===== src/rtl/oam_dma_controller.sv =====
// OAM DMA bus initiator: a write to FF46 copies XFER_LEN bytes from {page,8'h00} to DEST_BASE.
// One byte per CYCLES_PER_BYTE clocks (read phase 0, write phase 1); all bus outputs decode from registered state.
module oam_dma_controller #(
  parameter int          XFER_LEN        = 160,
  parameter logic [15:0] DEST_BASE       = 16'hFE00,
  parameter int          CYCLES_PER_BYTE = 4,
  parameter int          START_DELAY     = 1
) (
  input  logic        clk,
  input  logic        reset,
  input  logic        reg_we,
  input  logic [7:0]  reg_wdata,
  output logic [7:0]  reg_rdata,
  output logic [15:0] bus_addr,
  output logic        bus_read_en,
  output logic        bus_write_en,
  output logic [7:0]  bus_wdata,
  input  logic [7:0]  bus_rdata,
  output logic        dma_active,
  output logic        dma_done
);

  localparam int DELAY_CYC = START_DELAY * CYCLES_PER_BYTE;
  localparam int PW        = $clog2(CYCLES_PER_BYTE);
  localparam int DW        = (DELAY_CYC > 1) ? $clog2(DELAY_CYC) : 1;

  localparam logic [PW-1:0] PHASE_LAST = PW'(CYCLES_PER_BYTE - 1);
  localparam logic [PW-1:0] PHASE_RD   = PW'(0);
  localparam logic [PW-1:0] PHASE_WR   = PW'(1);
  localparam logic [DW-1:0] DELAY_LAST = DW'((DELAY_CYC > 0) ? DELAY_CYC - 1 : 0);
  localparam logic [7:0]    IDX_LAST   = 8'(XFER_LEN - 1);

  typedef enum logic [1:0] {
    IDLE  = 2'd0,
    DELAY = 2'd1,
    XFER  = 2'd2
  } state_t;

  state_t        state, state_nxt;
  logic [7:0]    src_page, src_page_nxt;
  logic [7:0]    idx, idx_nxt;
  logic [PW-1:0] phase, phase_nxt;
  logic [DW-1:0] dly, dly_nxt;
  logic          done, done_nxt;
  logic [7:0]    latch;

  always_ff @(posedge clk) begin
    if (!reset) begin
      state    <= IDLE;
      src_page <= 8'hFF;
      idx      <= 8'h00;
      phase    <= '0;
      dly      <= '0;
      done     <= 1'b0;
    end else begin
      state    <= state_nxt;
      src_page <= src_page_nxt;
      idx      <= idx_nxt;
      phase    <= phase_nxt;
      dly      <= dly_nxt;
      done     <= done_nxt;
    end
  end

  // Read data is captured on the edge that closes the read phase.
  always_ff @(posedge clk) begin
    if (!reset) begin
      latch <= 8'h00;
    end else if (bus_read_en) begin
      latch <= bus_rdata;
    end
  end

  always_comb begin
    state_nxt    = state;
    src_page_nxt = src_page;
    idx_nxt      = idx;
    phase_nxt    = phase;
    dly_nxt      = dly;
    done_nxt     = 1'b0;

    case (state)
      IDLE: begin
      end
      DELAY: begin
        if (dly == DELAY_LAST) begin
          state_nxt = XFER;
          dly_nxt   = '0;
        end else begin
          dly_nxt = dly + 1'b1;
        end
      end
      XFER: begin
        if (phase == PHASE_LAST) begin
          phase_nxt = '0;
          if (idx == IDX_LAST) begin
            state_nxt = IDLE;
            done_nxt  = 1'b1;
          end else begin
            idx_nxt = idx + 8'd1;
          end
        end else begin
          phase_nxt = phase + 1'b1;
        end
      end
      default: state_nxt = IDLE;
    endcase

    // A register write starts or restarts a transfer and overrides completion.
    if (reg_we) begin
      src_page_nxt = reg_wdata;
      idx_nxt      = 8'h00;
      phase_nxt    = '0;
      dly_nxt      = '0;
      done_nxt     = 1'b0;
      state_nxt    = (START_DELAY == 0) ? XFER : DELAY;
    end
  end

  always_comb begin
    bus_read_en  = (state == XFER) && (phase == PHASE_RD);
    bus_write_en = (state == XFER) && (phase == PHASE_WR);
    bus_addr     = 16'h0000;
    bus_wdata    = 8'h00;
    if (bus_read_en) begin
      bus_addr = {src_page, idx};
    end else if (bus_write_en) begin
      bus_addr  = DEST_BASE + {8'h00, idx};
      bus_wdata = latch;
    end
    dma_active = (state != IDLE);
    dma_done   = done;
    reg_rdata  = src_page;
  end

endmodule


===== config.mk =====
export PLATFORM = sky130hd
export DESIGN_NAME = oam_dma_controller
export DESIGN_NICKNAME = d
export VERILOG_FILES = /design/src/rtl/oam_dma_controller.sv
export SDC_FILE = /design/constraint.sdc
export NUM_CORES = 1
export LEC_CHECK = 0
export BUFFER_PORTS_ARGS = -buffer_cell sky130_fd_sc_hd__buf_2
export CORE_MARGIN = 3
export CORE_UTILIZATION = 48
export DETAILED_ROUTE_END_ITERATION = 8
export PLACE_DENSITY = 0.78
export SLEW_MARGIN = 0
export SYNTH_ARGS = -nofsm -noshare
export SYNTH_HDL_FRONTEND = slang
export SYNTH_SLANG_ARGS = --single-unit
export TNS_END_PERCENT = 100

===== constraint.sdc =====
create_clock -name clk -period 2.1 [get_ports clk]
set_clock_uncertainty 0.1 [all_clocks]
set_input_delay 0.315 -clock clk [delete_from_list [all_inputs] [get_ports clk]]
set_output_delay 0.315 -clock clk [all_outputs]
set_load 0.02 [all_outputs]

### After elaboration in Yosys (flattened, before gate mapping)

Cells that the tools add are included.
W data, S select, Z words.

* register bits after elaboration: 31
* input bits: 19
* output and inout port bits: 36
* word-level logic and storage cells: 52

* add/subtract/negate cells: 4
* equal/unequal tests: 13
* muxes and demuxes: 12
* bitwise gates (word level): 5
* reduce and logical (&&, ||, !) cells: 10

Operator list (count)
* $mux W16: 2
* $mux W8: 2
* $add A10 B9 Y11 const A: 1
* $mux W2: 5
* $ne A3 B3 Y1 const B: 3
* $add A8 B1 Y8 const B: 1
* $eq A8 B8 Y1 const B: 1
* $ne A2 B2 Y1 const B: 4
* $reduce_and A4 Y1: 2
* $eq A2 B2 Y1 const B: 3
* $pmux W2 S3: 1
* $not A1 Y1: 5
* $add A2 B1 Y2 const B: 2
* $eq A2 B1 Y1 const B: 2
* $logic_not A2 Y1: 2
* $reduce_or A4 Y1: 1
* $reduce_and A3 Y1: 1
* $logic_and A1 B1 Y1: 2
* $mux W1: 2
* $reduce_bool A2 Y1: 1
* $reduce_or A2 Y1: 1

### Logic depth before layout (Yosys ltp)

Gate-level depths: netlist of run 1.

* word-level depth: 5
* mapped depth: 7
* mapped depth without buffers: 6

### Least setup slack after synthesis of run 1

OpenSTA, ideal clock, no wires.

* path kind: flip-flop to output port
* start point: register phase[1]
* end point: output bus_wdata[4]
* arrival: 1.383 ns
* required time: 1.685 ns
* path slack: 0.302 ns
* stages on the path, launching flop included: 7
* buffers on the path: 1
* cell sequence: dfxtp_1 -> inv_1 -> ha_1 -> and2_1 -> and2b_1 -> buf_2 -> and2_1

* longest elaborated chain between the ends: 4
* elaborated cells on any way between the ends: 6
* classes of those cells: eq/ne (1); mux (2); reduce/logical (3)

Ends and longest elaborated chain
* start, declared: line 42 `logic [PW-1:0] phase, phase_nxt;`
* start signal, assigned: line 59 `phase <= phase_nxt;`
* $eq A2 B1 Y1: line 122 `bus_write_en = (state == XFER) && (phase == PHASE_WR);`
* $logic_and A1 B1 Y1: line 122
* net bus_write_en: line 16 `output logic bus_write_en,`
* $mux W8: line 127 `end else if (bus_write_en) begin`
* $mux W8: line 125 `if (bus_read_en) begin`
* end, declared: line 17 `output logic [7:0] bus_wdata,`

The timed path passes the listed nets, and every way through them passes these cells.

### Final worst setup path of run 1

* start point: register phase[1]
* end point: output bus_addr[15]

* longest elaborated chain between the ends: 4
* elaborated cells on any way between the ends: 6
* classes of those cells: eq/ne (1); mux (2); reduce/logical (3)

Ends and longest elaborated chain
* $eq A2 B1 Y1: line 122
* $logic_and A1 B1 Y1: line 122
* $mux W16: line 127
* $mux W16 *: line 125
* end, declared: line 14 `output logic [15:0] bus_addr,`

Every way passes the cells marked *; elsewhere a longest branch is shown, timed or not.

==> impl_metrics.csv, run 1 <==
group,metric,value,unit
power_and_ir_drop,power.switching,242.8,uW
floorplanning,dieArea,0.003846,mm^2
sta,slew_violations,0,
global_route,met1_usage,0.2084,
power_and_ir_drop,vdd_drop_max,445.5,uV
drt,ant_nets,0,
logic_synthesis,ys_warn_count,0,
floorplanning,io_pins,55,
drt,dr.pass1.iters,4,
cells_and_area,multi_input_area,844.6,um^2
global_route,grt-ovfl-total,0,
drt,routed_wl,3151,um
worst_setup_path,cp-end-kind,"output pin",
global_route,grt.total_usage,0.1760,
cells_and_area,nFillCells,255,
worst_setup_path,path_class,"flip-flop to output pin",
drt,post_drt_wl_per_cell,11.46,um
worst_setup_path,critical_path_required,1.68,ns
floorplanning,coreArea,0.002877,mm^2
cts,clock_latency,0.32,ns
logic_synthesis,yosysUniqueCellTypes,36,
cells_and_area,n_antenna_cell,0,
worst_setup_path,crit_chain,"inv_1, ha_1, and2_4, and2b_2, a21o_1, buf_2",
global_route,grt_max_degree,18,
cells_and_area,final_cell_mix,"buf_2, dfxtp_1, nand2_1, and2_1, nor2_1",
placement,place_area,0.001826,mm^2
status,status,"finished clean",
power_and_ir_drop,p_int,765.2,uW
global_route,gr-max-usage-layer,"met2",
sta,finalCriticalPeriod,2.023,ns
cells_and_area,fin_util,0.6642,
logic_synthesis,synthesis.nets,196,
cells_and_area,areaGrowthSynthToFinish,26.83,%
power_and_ir_drop,comb_power_share,0.077,
worst_setup_path,crit_arrival,1.61,ns
logic_synthesis,syn_inst,172,
worst_setup_path,critPathTopFamily,"simple AND/OR/NAND/NOR gates",
sta,tightest_slew,0.5660,ns
power_and_ir_drop,power.density,527.6,mW/mm^2
drt,first_iter_violations,42,
cts,root_buffer,"clkbuf_4",
cts,cts_buffer_depth,2,
cts,cts-htree-levels,2,
placement,portBuffers,54,
cells_and_area,final_common_cell,"buf_2",
global_route,met2_usage,0.3003,
power_and_ir_drop,p_sw_frac,0.2409,
sta,setup_viol,0,
floorplanning,die-height,62.02,um
worst_setup_path,cpPeakStageDelay,0.34,ns
cts,cts_tree,"done",
worst_setup_path,path_max_fanout,7,
placement,hpwlAfterDp,2286,um
power_and_ir_drop,p_seq_frac,0.604,
global_route,met3_usage,0.03926,
global_route,grt_pass1_vias,1140,
logic_synthesis,ys_seq_elements,31,
worst_setup_path,startpoint_type,"flip-flop",
logic_synthesis,yosysSeqAreaShare,0.4120,
global_route,grt_pass1_wl,4961,um
sta,tns,0,ns
drt,vias_per_cell,4.887,
worst_setup_path,path_depth,6,
hold_path,hold_path_class,"input pin to flip-flop",
drt,vias,1344,
job,cap_violations,0,
sta,finalHoldViolations,0,
cells_and_area,drive_gt1_frac,0.3433,
cts,clk_pin_slew,0.10,ns
floorplanning,rows,19,
sta,rsz0062_at_grt,"true",
worst_setup_path,path_buf_inv,2,
global_route,antenna_found_initial,0,
floorplanning,die_x,62.02,um
worst_setup_path,r2r_cells,5,
hold_path,min_delay_path_depth,3,
cells_and_area,finalNetCount,256,
power_and_ir_drop,p_leak,0.9411,nW
logic_synthesis,synth.avg_cell_area,8.758,um^2
cts,numCtsBuffers,5,
power_and_ir_drop,clockPowerShare,0.319,
cells_and_area,seqCellArea,623.1,um^2
cts,cts_sinks,31,
logic_synthesis,syn_area,0.001506,mm^2
sta,maxSlewHeadroom,0.6226,
cts,hold_buffers,0,
cells_and_area,stdcell_area,0.001911,mm^2
power_and_ir_drop,finalPower,1.008,mW
worst_setup_path,crit_slowest_cell,"dfxtp_2",
sta,fin_crit_sh,0.9635,
sta,max_freq,494.2,MHz
drt,post-route-drc-count,0,
placement,finalWeightedCongestion,0.7785,
floorplanning,start_util,0.5237,
==> cells in the mapped netlist <==
library cell / instances / area share
or4_1: 1 / 0.0050
a21boi_1: 2 / 0.010
nor2b_4: 1 / 0.0091
and2_1: 16 / 0.066
nand3_1: 3 / 0.010
nor3b_1: 1 / 0.0050
and2b_1: 1 / 0.0050
xnor2_1: 4 / 0.023
or2_2: 1 / 0.0042
and4_4: 1 / 0.0075
and2_2: 1 / 0.0050
buf_2: 3 / 0.010
dfxtp_1: 31 / 0.41
nand4_4: 1 / 0.014
or3_1: 1 / 0.0042
clkbuf_1: 4 / 0.010
inv_2: 1 / 0.0025
a21boi_0: 6 / 0.030
nand2_1: 27 / 0.067
and3_1: 1 / 0.0042
nand3b_1: 3 / 0.015
o21a_1: 2 / 0.010
inv_1: 5 / 0.012
a211oi_1: 2 / 0.010
nand2_2: 1 / 0.0042
ha_1: 5 / 0.042
o31ai_1: 2 / 0.010
and4_1: 1 / 0.0058
nor2_1: 13 / 0.032
mux2i_1: 10 / 0.066
buf_6: 1 / 0.0075
a21oi_1: 8 / 0.027
nand4_1: 1 / 0.0042
nand2b_1: 2 / 0.0083
a21o_1: 7 / 0.035
nor3_1: 2 / 0.0066
==> tightest hold or removal path: cells and delay by family <==
| family | cells | cell delay (ns) |
|---|---|---|
| buffers and inverters | 1 | 0.07 |
| and+or+nand+nor | 1 | 0.05 |
| muxes | 1 | 0.05 |
==> layer usage <==
layer / part of all wire / vias to the layer above / wire length [um]
li1: - / 700 / -
met1: 0.44 / 610 / 1390
met2: 0.50 / 29 / 1561
met3: 0.052 / 5 / 165
met4: 0.011 / 0 / 34
met5: 0 / - / 0
==> final timing paths <==
path | startpoint | end | slack [ns]
min | reg_wdata[0] | reg_rdata[0] | 0.1
max reg2reg | idx[0] | idx[1] | 0.47
min reg2reg | latch[5] | latch[5] | 0.36
max | phase[1] | bus_addr[15] | 0.08
==> power groups by stage <==
| stage | registers (mW) | logic [mW] | clock network, mW |
|---|---|---|---|
| 2_1_floorplan | 0.632 | 0.0357 | 0 |
| 3_3_place_gp | 0.622 | 0.0782 | 0 |
| 3_5_place_dp | 0.622 | 0.0786 | 0 |
| 4_1_cts | 0.609 | 0.0792 | 0.329 |
| 5_1_grt | 0.611 | 0.0854 | 0.362 |
| 6_report | 0.609 | 0.0779 | 0.322 |
==> cells by family (layout without fill, tap and decap cells) <==
family	count (synthesis)	count (layout)	share of synthesized area
multiplexers	10	10	0.06645
AO/OA/AOI/OAI	29	29	0.1312
XOR/XNOR	4	4	0.02325
flip-flops	31	31	0.4120
buffers and inverters	14	74	0.04235
AND/OR/NAND/NOR	79	80	0.2832
adder cells (fa/ha/maj)	5	5	0.04153
==> registers in the layout, indices dropped and copies added (netlist names) <==
| signal | flops |
|---|---|
| latch | 8 |
| state | 2 |
| dma_done | 1 |
| phase | 2 |
| dly | 2 |
| idx | 8 |
| reg_rdata | 8 |
==> layout make-up <==
type                            instances  area share
Sequential cell                        31      0.3261
Clock inverter                          1    0.002620
Inverter                                6     0.01310
Timing Repair Buffer                   60      0.1650
Tap cell                               42     0.02750
Multi-Input combinational cell        128      0.4420
Clock buffer                            7     0.02358
==> timing repair <==
action / 4_1_cts / 5_1_grt
buffers inserted: 0 / 1
hold endpoints to repair: 0 / 0
gates cloned: 0 / 1
resized for setup: 3 / 7
endpoints found under the setup margin: 16 / 23
==> metrics by stage <==
step,hold slack (ns),worst slack (ns),cells
after global placement,0.3463,0.2454,265
after floorplan,0.3305,0.3020,172
after detailed placement,0.3456,0.2028,265
after CTS,0.09748,0.0002888,273
final,0.09839,0.07661,275
after global routing,0.09272,-0.009415,275
Note: power is estimated with default switching activity, not from simulation.
==> inputs of run 2 (changes only) <==
--- a/config.mk
+++ b/config.mk
@@ -10,7 +10,8 @@
 export CORE_UTILIZATION = 48
 export DETAILED_ROUTE_END_ITERATION = 8
 export PLACE_DENSITY = 0.78
-export SLEW_MARGIN = 0
+export RECOVER_POWER = 100
+export SLEW_MARGIN = 20
 export SYNTH_ARGS = -nofsm -noshare
 export SYNTH_HDL_FRONTEND = slang
 export SYNTH_SLANG_ARGS = --single-unit
==> run 2 against run 1 <==
  * Sequential cell count did not move
  * Die area is the same
  * Fmax barely moved
  * First-iteration DRC count fell by 17%
  * Sequential power barely moved
  * Final cell count did not move
  * Clock power about the same
  * Critical endpoint unchanged
  * Largest cell class unchanged
  * Highest routed layer unchanged
==> impl_metrics.csv, run 2 (synthesized netlist as in run 1, its figures left out) <==
group,metric,value,unit
cts,cts_buffer_depth,2,
drt,ant_nets,0,
drt,routed_wl,3155,um
cells_and_area,seqCellArea,623.1,um^2
power_and_ir_drop,finalPower,1.005,mW
cells_and_area,final_common_cell,"buf_2",
global_route,grt_pass1_wl,4961,um
worst_setup_path,crit_arrival,1.61,ns
job,cap_violations,0,
cts,cts_tree,"done",
cells_and_area,final_cell_mix,"buf_2, dfxtp_1, nand2_1, and2_1, nor2_1",
floorplanning,die_x,62.02,um
hold_path,hold_path_class,"input pin to flip-flop",
worst_setup_path,startpoint_type,"flip-flop",
sta,max_freq,494.1,MHz
power_and_ir_drop,power.density,529.6,mW/mm^2
global_route,grt_pass1_vias,1140,
placement,place_area,0.001826,mm^2
drt,dr_wl_met2,1542,um
sta,tns,0,ns
global_route,antenna_found_initial,0,
cts,numCtsBuffers,5,
worst_setup_path,path_class,"flip-flop to output pin",
worst_setup_path,path_max_fanout,7,
worst_setup_path,rr_startpoint,"idx[0]",
sta,finalCriticalPeriod,2.024,ns
drt,first_iter_violations,35,
sta,hold_slack,0.1011,ns
hold_path,hold_path.startpoint,"reg_wdata[0]",
cells_and_area,areaGrowthSynthToFinish,26.00,%
sta,rsz0062_at_grt,"true",
cells_and_area,finalNetCount,256,
cells_and_area,drive_gt1_frac,0.3004,
global_route,grt.total_usage,0.1760,
drt,vias,1337,
drt,dr.pass1.iters,4,
placement,portBuffers,54,
sta,finalHoldViolations,0,
drt,highest_layer,"met4",
status,status,"finished clean",
sta,setup_viol,0,
drt,post_drt_wl_per_cell,11.47,um
drt,wl_met1,1418,um
placement,finalWeightedCongestion,0.7785,
drt,vias_per_cell,4.862,
global_route,grt_max_degree,18,
cts,cts-htree-levels,2,
floorplanning,start_util,0.5237,
power_and_ir_drop,vdd_drop_max,445.3,uV
floorplanning,die-height,62.02,um
global_route,grt-ovfl-total,0,
cells_and_area,multi_input_area,844.6,um^2
worst_setup_path,critical_path_required,1.68,ns
power_and_ir_drop,p_leak,0.9208,nW
floorplanning,dieArea,0.003846,mm^2
cts,clock_latency,0.32,ns
placement,hpwlAfterDp,2286,um
worst_setup_path,cp-end-kind,"output pin",
floorplanning,coreArea,0.002877,mm^2
cts,clk_pin_slew,0.10,ns
sta,fin_crit_sh,0.9638,
cts,root_buffer,"clkbuf_4",
sta,maxSlewHeadroom,0.5737,
floorplanning,io_pins,55,
cts,cts_sinks,31,
sta,slew_violations,0,
sta,tightest_slew,0.6394,ns
worst_setup_path,critPathLaunch,"phase[1]",
cells_and_area,nFillCells,263,
cells_and_area,n_antenna_cell,0,
drt,wl_met3,153,um
drt,post-route-drc-count,0,
cts,hold_buffers,0,
floorplanning,rows,19,
cells_and_area,stdcell_area,0.001898,mm^2
==> run 2: where the power goes <==
part	internal, mW	leakage (nW)	total, mW	switching (mW)
clock network	0.130	0.0293	0.321	0.191
registers	0.599	0.253	0.609	0.00970
logic	0.0331	0.639	0.0755	0.0424
total	0.763	0.921	1.01	0.243
==> run 2: worst max-delay path, cell delays in order, from the launching register on <==
cell	delay, ns
dfxtp_2	0.34
inv_1	0.06
ha_1	0.19
and2_4	0.15
and2b_2	0.24
a21o_1	0.16
buf_2	0.15
==> run 2: metrics by stage <==
step	setup slack (ns)	instances	util
finish	0.07607	275	0.6599
global route	-0.009415	275	0.6599
CTS	0.0002888	273	0.6533
detailed placement	0.2028	265	0.6346
global placement	0.2454	265	0.6346
floorplan	0.3020	172	-
==> run 2: path summary, 6_finish.rpt <==
path             endpoint  slack (ns)  cells past startpoint
max reg2reg        idx[1]        0.47                      5
min reg2reg      latch[5]        0.36                      2
min          reg_rdata[0]        0.10                      3
max          bus_addr[15]        0.08                      6
==> run 2: what timing repair did <==
item                       CTS  global route
cloned                       0             1
resized for setup            3             7
buffers inserted             0             1
pin swaps                    0             0
setup endpoints to repair   16            23
==> run 2: layout make-up <==
class,count,share of cell area
clock buffers,7,0.02373
clock inverters,1,0.002637
inverters,6,0.01318
multi-input cells,128,0.4450
flip-flops and latches,31,0.3283
well taps,42,0.02769
repair buffers,60,0.1595
==> run 2: per-layer routing <==
| layer | GRT usage | vias to the layer above |
|---|---|---|
| li1 | - | 700 |
| met4 | 0.08182 | 0 |
| met2 | 0.3003 | 25 |
| met3 | 0.03926 | 5 |
| met1 | 0.2084 | 607 |
| met5 | 0 | - |
==> inputs of run 3 (changes only) <==
==> constraint.sdc (replaced) <==
create_clock -name clk -period 2.1 [get_ports clk]
set_clock_uncertainty 0.1 [all_clocks]
set_input_delay 0.315 -clock clk [delete_from_list [all_inputs] [get_ports clk]]
set_output_delay 0.315 -clock clk [all_outputs]
set_load 0.1 [all_outputs]
==> run 3 against run 2 <==
  * The flow now finishes with violations (setup timing)
  * First-iteration DRC count rose to 2.7 times the previous value
  * Cell area rose by 27%
  * Core utilization rose by 18 points
  * Wire length rose by 39%
  * Sequential cell count did not move
  * Worst hold slack improved by 0.0059 ns
  * Critical path type unchanged
  * Fmax fell by 6.4%
  * Largest power group unchanged
  * Final cell count rose by 1.5%
==> impl_metrics.csv, run 3 (synthesized netlist as in run 1, its figures left out) <==
group,metric,value,unit
worst_setup_path,crit_arrival,1.75,ns
power_and_ir_drop,power.density,475.1,mW/mm^2
drt,dr.pass1.iters,4,
global_route,grt-ovfl-total,0,
job,cap_violations,0,
sta,tns,-0.4306,ns
sta,rsz0062_at_grt,"true",
worst_setup_path,path_max_fanout,7,
worst_setup_path,r2r_cells,7,
global_route,antenna_found_initial,0,
drt,ant_nets,0,
worst_setup_path,critPathLaunch,"phase[1]",
sta,max_freq,462.5,MHz
worst_setup_path,crit_slowest_cell,"dfxtp_2",
cts,numCtsBuffers,5,
sta,setup_viol,11,
floorplanning,coreArea,0.002877,mm^2
hold_path,hold_end,"reg_rdata[3]",
hold_path,hold_path.startpoint,"reg_wdata[3]",
sta,tightest_slew,0.6555,ns
worst_setup_path,critical_path_required,1.68,ns
hold_path,min_delay_path_depth,3,
worst_setup_path,crit_chain,"inv_2, ha_4, and2_4, and2b_2, clkbuf_16, a21o_4, buf_12",
hold_path,hold_path_class,"input pin to flip-flop",
cells_and_area,drive_gt1_frac,0.4388,
worst_setup_path,path_class,"flip-flop to output pin",
cts,clk_pin_slew,0.09,ns
status,violations,"setup timing",
cts,hold_buffers,0,
cts,cts_buffer_depth,2,
cells_and_area,n_antenna_cell,0,
drt,routed_wl,4370,um
cells_and_area,final_cell_mix,"nand2_1, dfxtp_1, buf_12, buf_2, nor2_1",
cells_and_area,finalNetCount,260,
floorplanning,dieArea,0.003846,mm^2
cts,cts_tree,"done",
global_route,grt_pass1_vias,1438,
drt,post-route-drc-count,0,
sta,fin_crit_sh,1.030,
floorplanning,die-height,62.02,um
power_and_ir_drop,vdd_drop_max,461.6,uV
placement,pre_cts_ws,0.2086,ns
placement,portBuffers,54,
drt,post_drt_wl_per_cell,15.66,um
power_and_ir_drop,p_leak,1.027,nW
floorplanning,start_util,0.5237,
cts,clock_latency,0.32,ns
worst_setup_path,rr_startpoint,"state[1]",
placement,hpwlAfterDp,2950,um
floorplanning,die_x,62.02,um
global_route,grt_pass1_wl,6969,um
cts,cts_sinks,31,
placement,finalWeightedCongestion,0.8472,
status,status,"finished with violations",
global_route,grt.total_usage,0.2530,
sta,maxSlewHeadroom,0.5630,
cells_and_area,areaGrowthSynthToFinish,60.63,%
drt,first_iter_violations,96,
sta,worst_slack,-0.06230,ns
global_route,grt_max_degree,19,
sta,finalHoldViolations,0,
cts,cts-htree-levels,2,
worst_setup_path,r2r-end,"idx[7]",
worst_setup_path,cpPeakStageDelay,0.34,ns
drt,vias,1500,
floorplanning,rows,19,
floorplanning,io_pins,55,
worst_setup_path,startpoint_type,"flip-flop",
sta,finalCriticalPeriod,2.162,ns
cts,root_buffer,"clkbuf_4",
sta,slew_violations,0,
worst_setup_path,cp-end-kind,"output pin",
worst_setup_path,rrSetupSlack,0.06,ns
drt,vias_per_cell,5.376,
run 3: metal layers:
metal,part of all wire,routed length [um],GRT usage,vias to the layer above
met5,0,0,0,-
met4,0.015,65,0.1030,0
met3,0.057,248,0.05165,8
met2,0.54,2365,0.4601,63
met1,0.39,1690,0.2843,721
li1,-,-,-,708
run 3: what timing repair did:
action	CTS	global route
pin swaps	6	1
endpoints found under the setup margin	18	23
hold endpoints to repair	0	0
setup buffers	5	2
cloned	1	0
resized for setup	20	5
run 3: worst max-delay path: cells and delay by family (launching register included):
kind | cells | cell delay (ns)
compound gates | 1 | 0.19
simple gates | 2 | 0.36
flops | 1 | 0.34
fa+ha+maj | 1 | 0.15
buf+inv | 3 | 0.39
run 3: worst max-delay path by stage:
stage,cells past startpoint,slack (ns),to
after floorplan,6,0.01,bus_wdata[4]
after detailed placement,6,0.21,bus_wdata[0]
after global routing,7,-0.12,bus_addr[12]
after global placement,6,0.26,bus_wdata[0]
after CTS,7,-0.07,bus_addr[10]
final,7,-0.06,bus_addr[9]
run 3: per-stage QoR:
| step | hold slack (ns) | area, um^2 | std cells | util | power (mW) |
|---|---|---|---|---|---|
| 2_1_floorplan | 0.3352 | 1579 | 172 | - | 0.7329 |
| 3_3_place_gp | 0.3475 | 2241 | 263 | 0.7790 | 0.7639 |
| 3_5_place_dp | 0.3561 | 2241 | 263 | 0.7790 | 0.7673 |
| 4_1_cts | 0.1053 | 2415 | 277 | 0.8395 | 1.151 |
| 5_1_grt | 0.09218 | 2420 | 279 | 0.8412 | 1.189 |
| 6_report | 0.1070 | 2420 | 279 | 0.8412 | 1.150 |
run 3: layout make-up:
type                            count  area (um^2)
Tap cell                           42        52.55
Timing Repair Buffer               65        724.4
Sequential cell                    31        628.1
Fill cell                         157        456.7
Inverter                            6        27.53
Clock buffer                        8        68.82
Multi-Input combinational cell    127        918.4
run 3: where the power goes:
part	total, mW	switching, mW	internal [mW]
Sequential	0.610	0.0123	0.598
Combinational	0.144	0.110	0.0343
Clock	0.395	0.198	0.197
Total	1.15	0.320	0.829
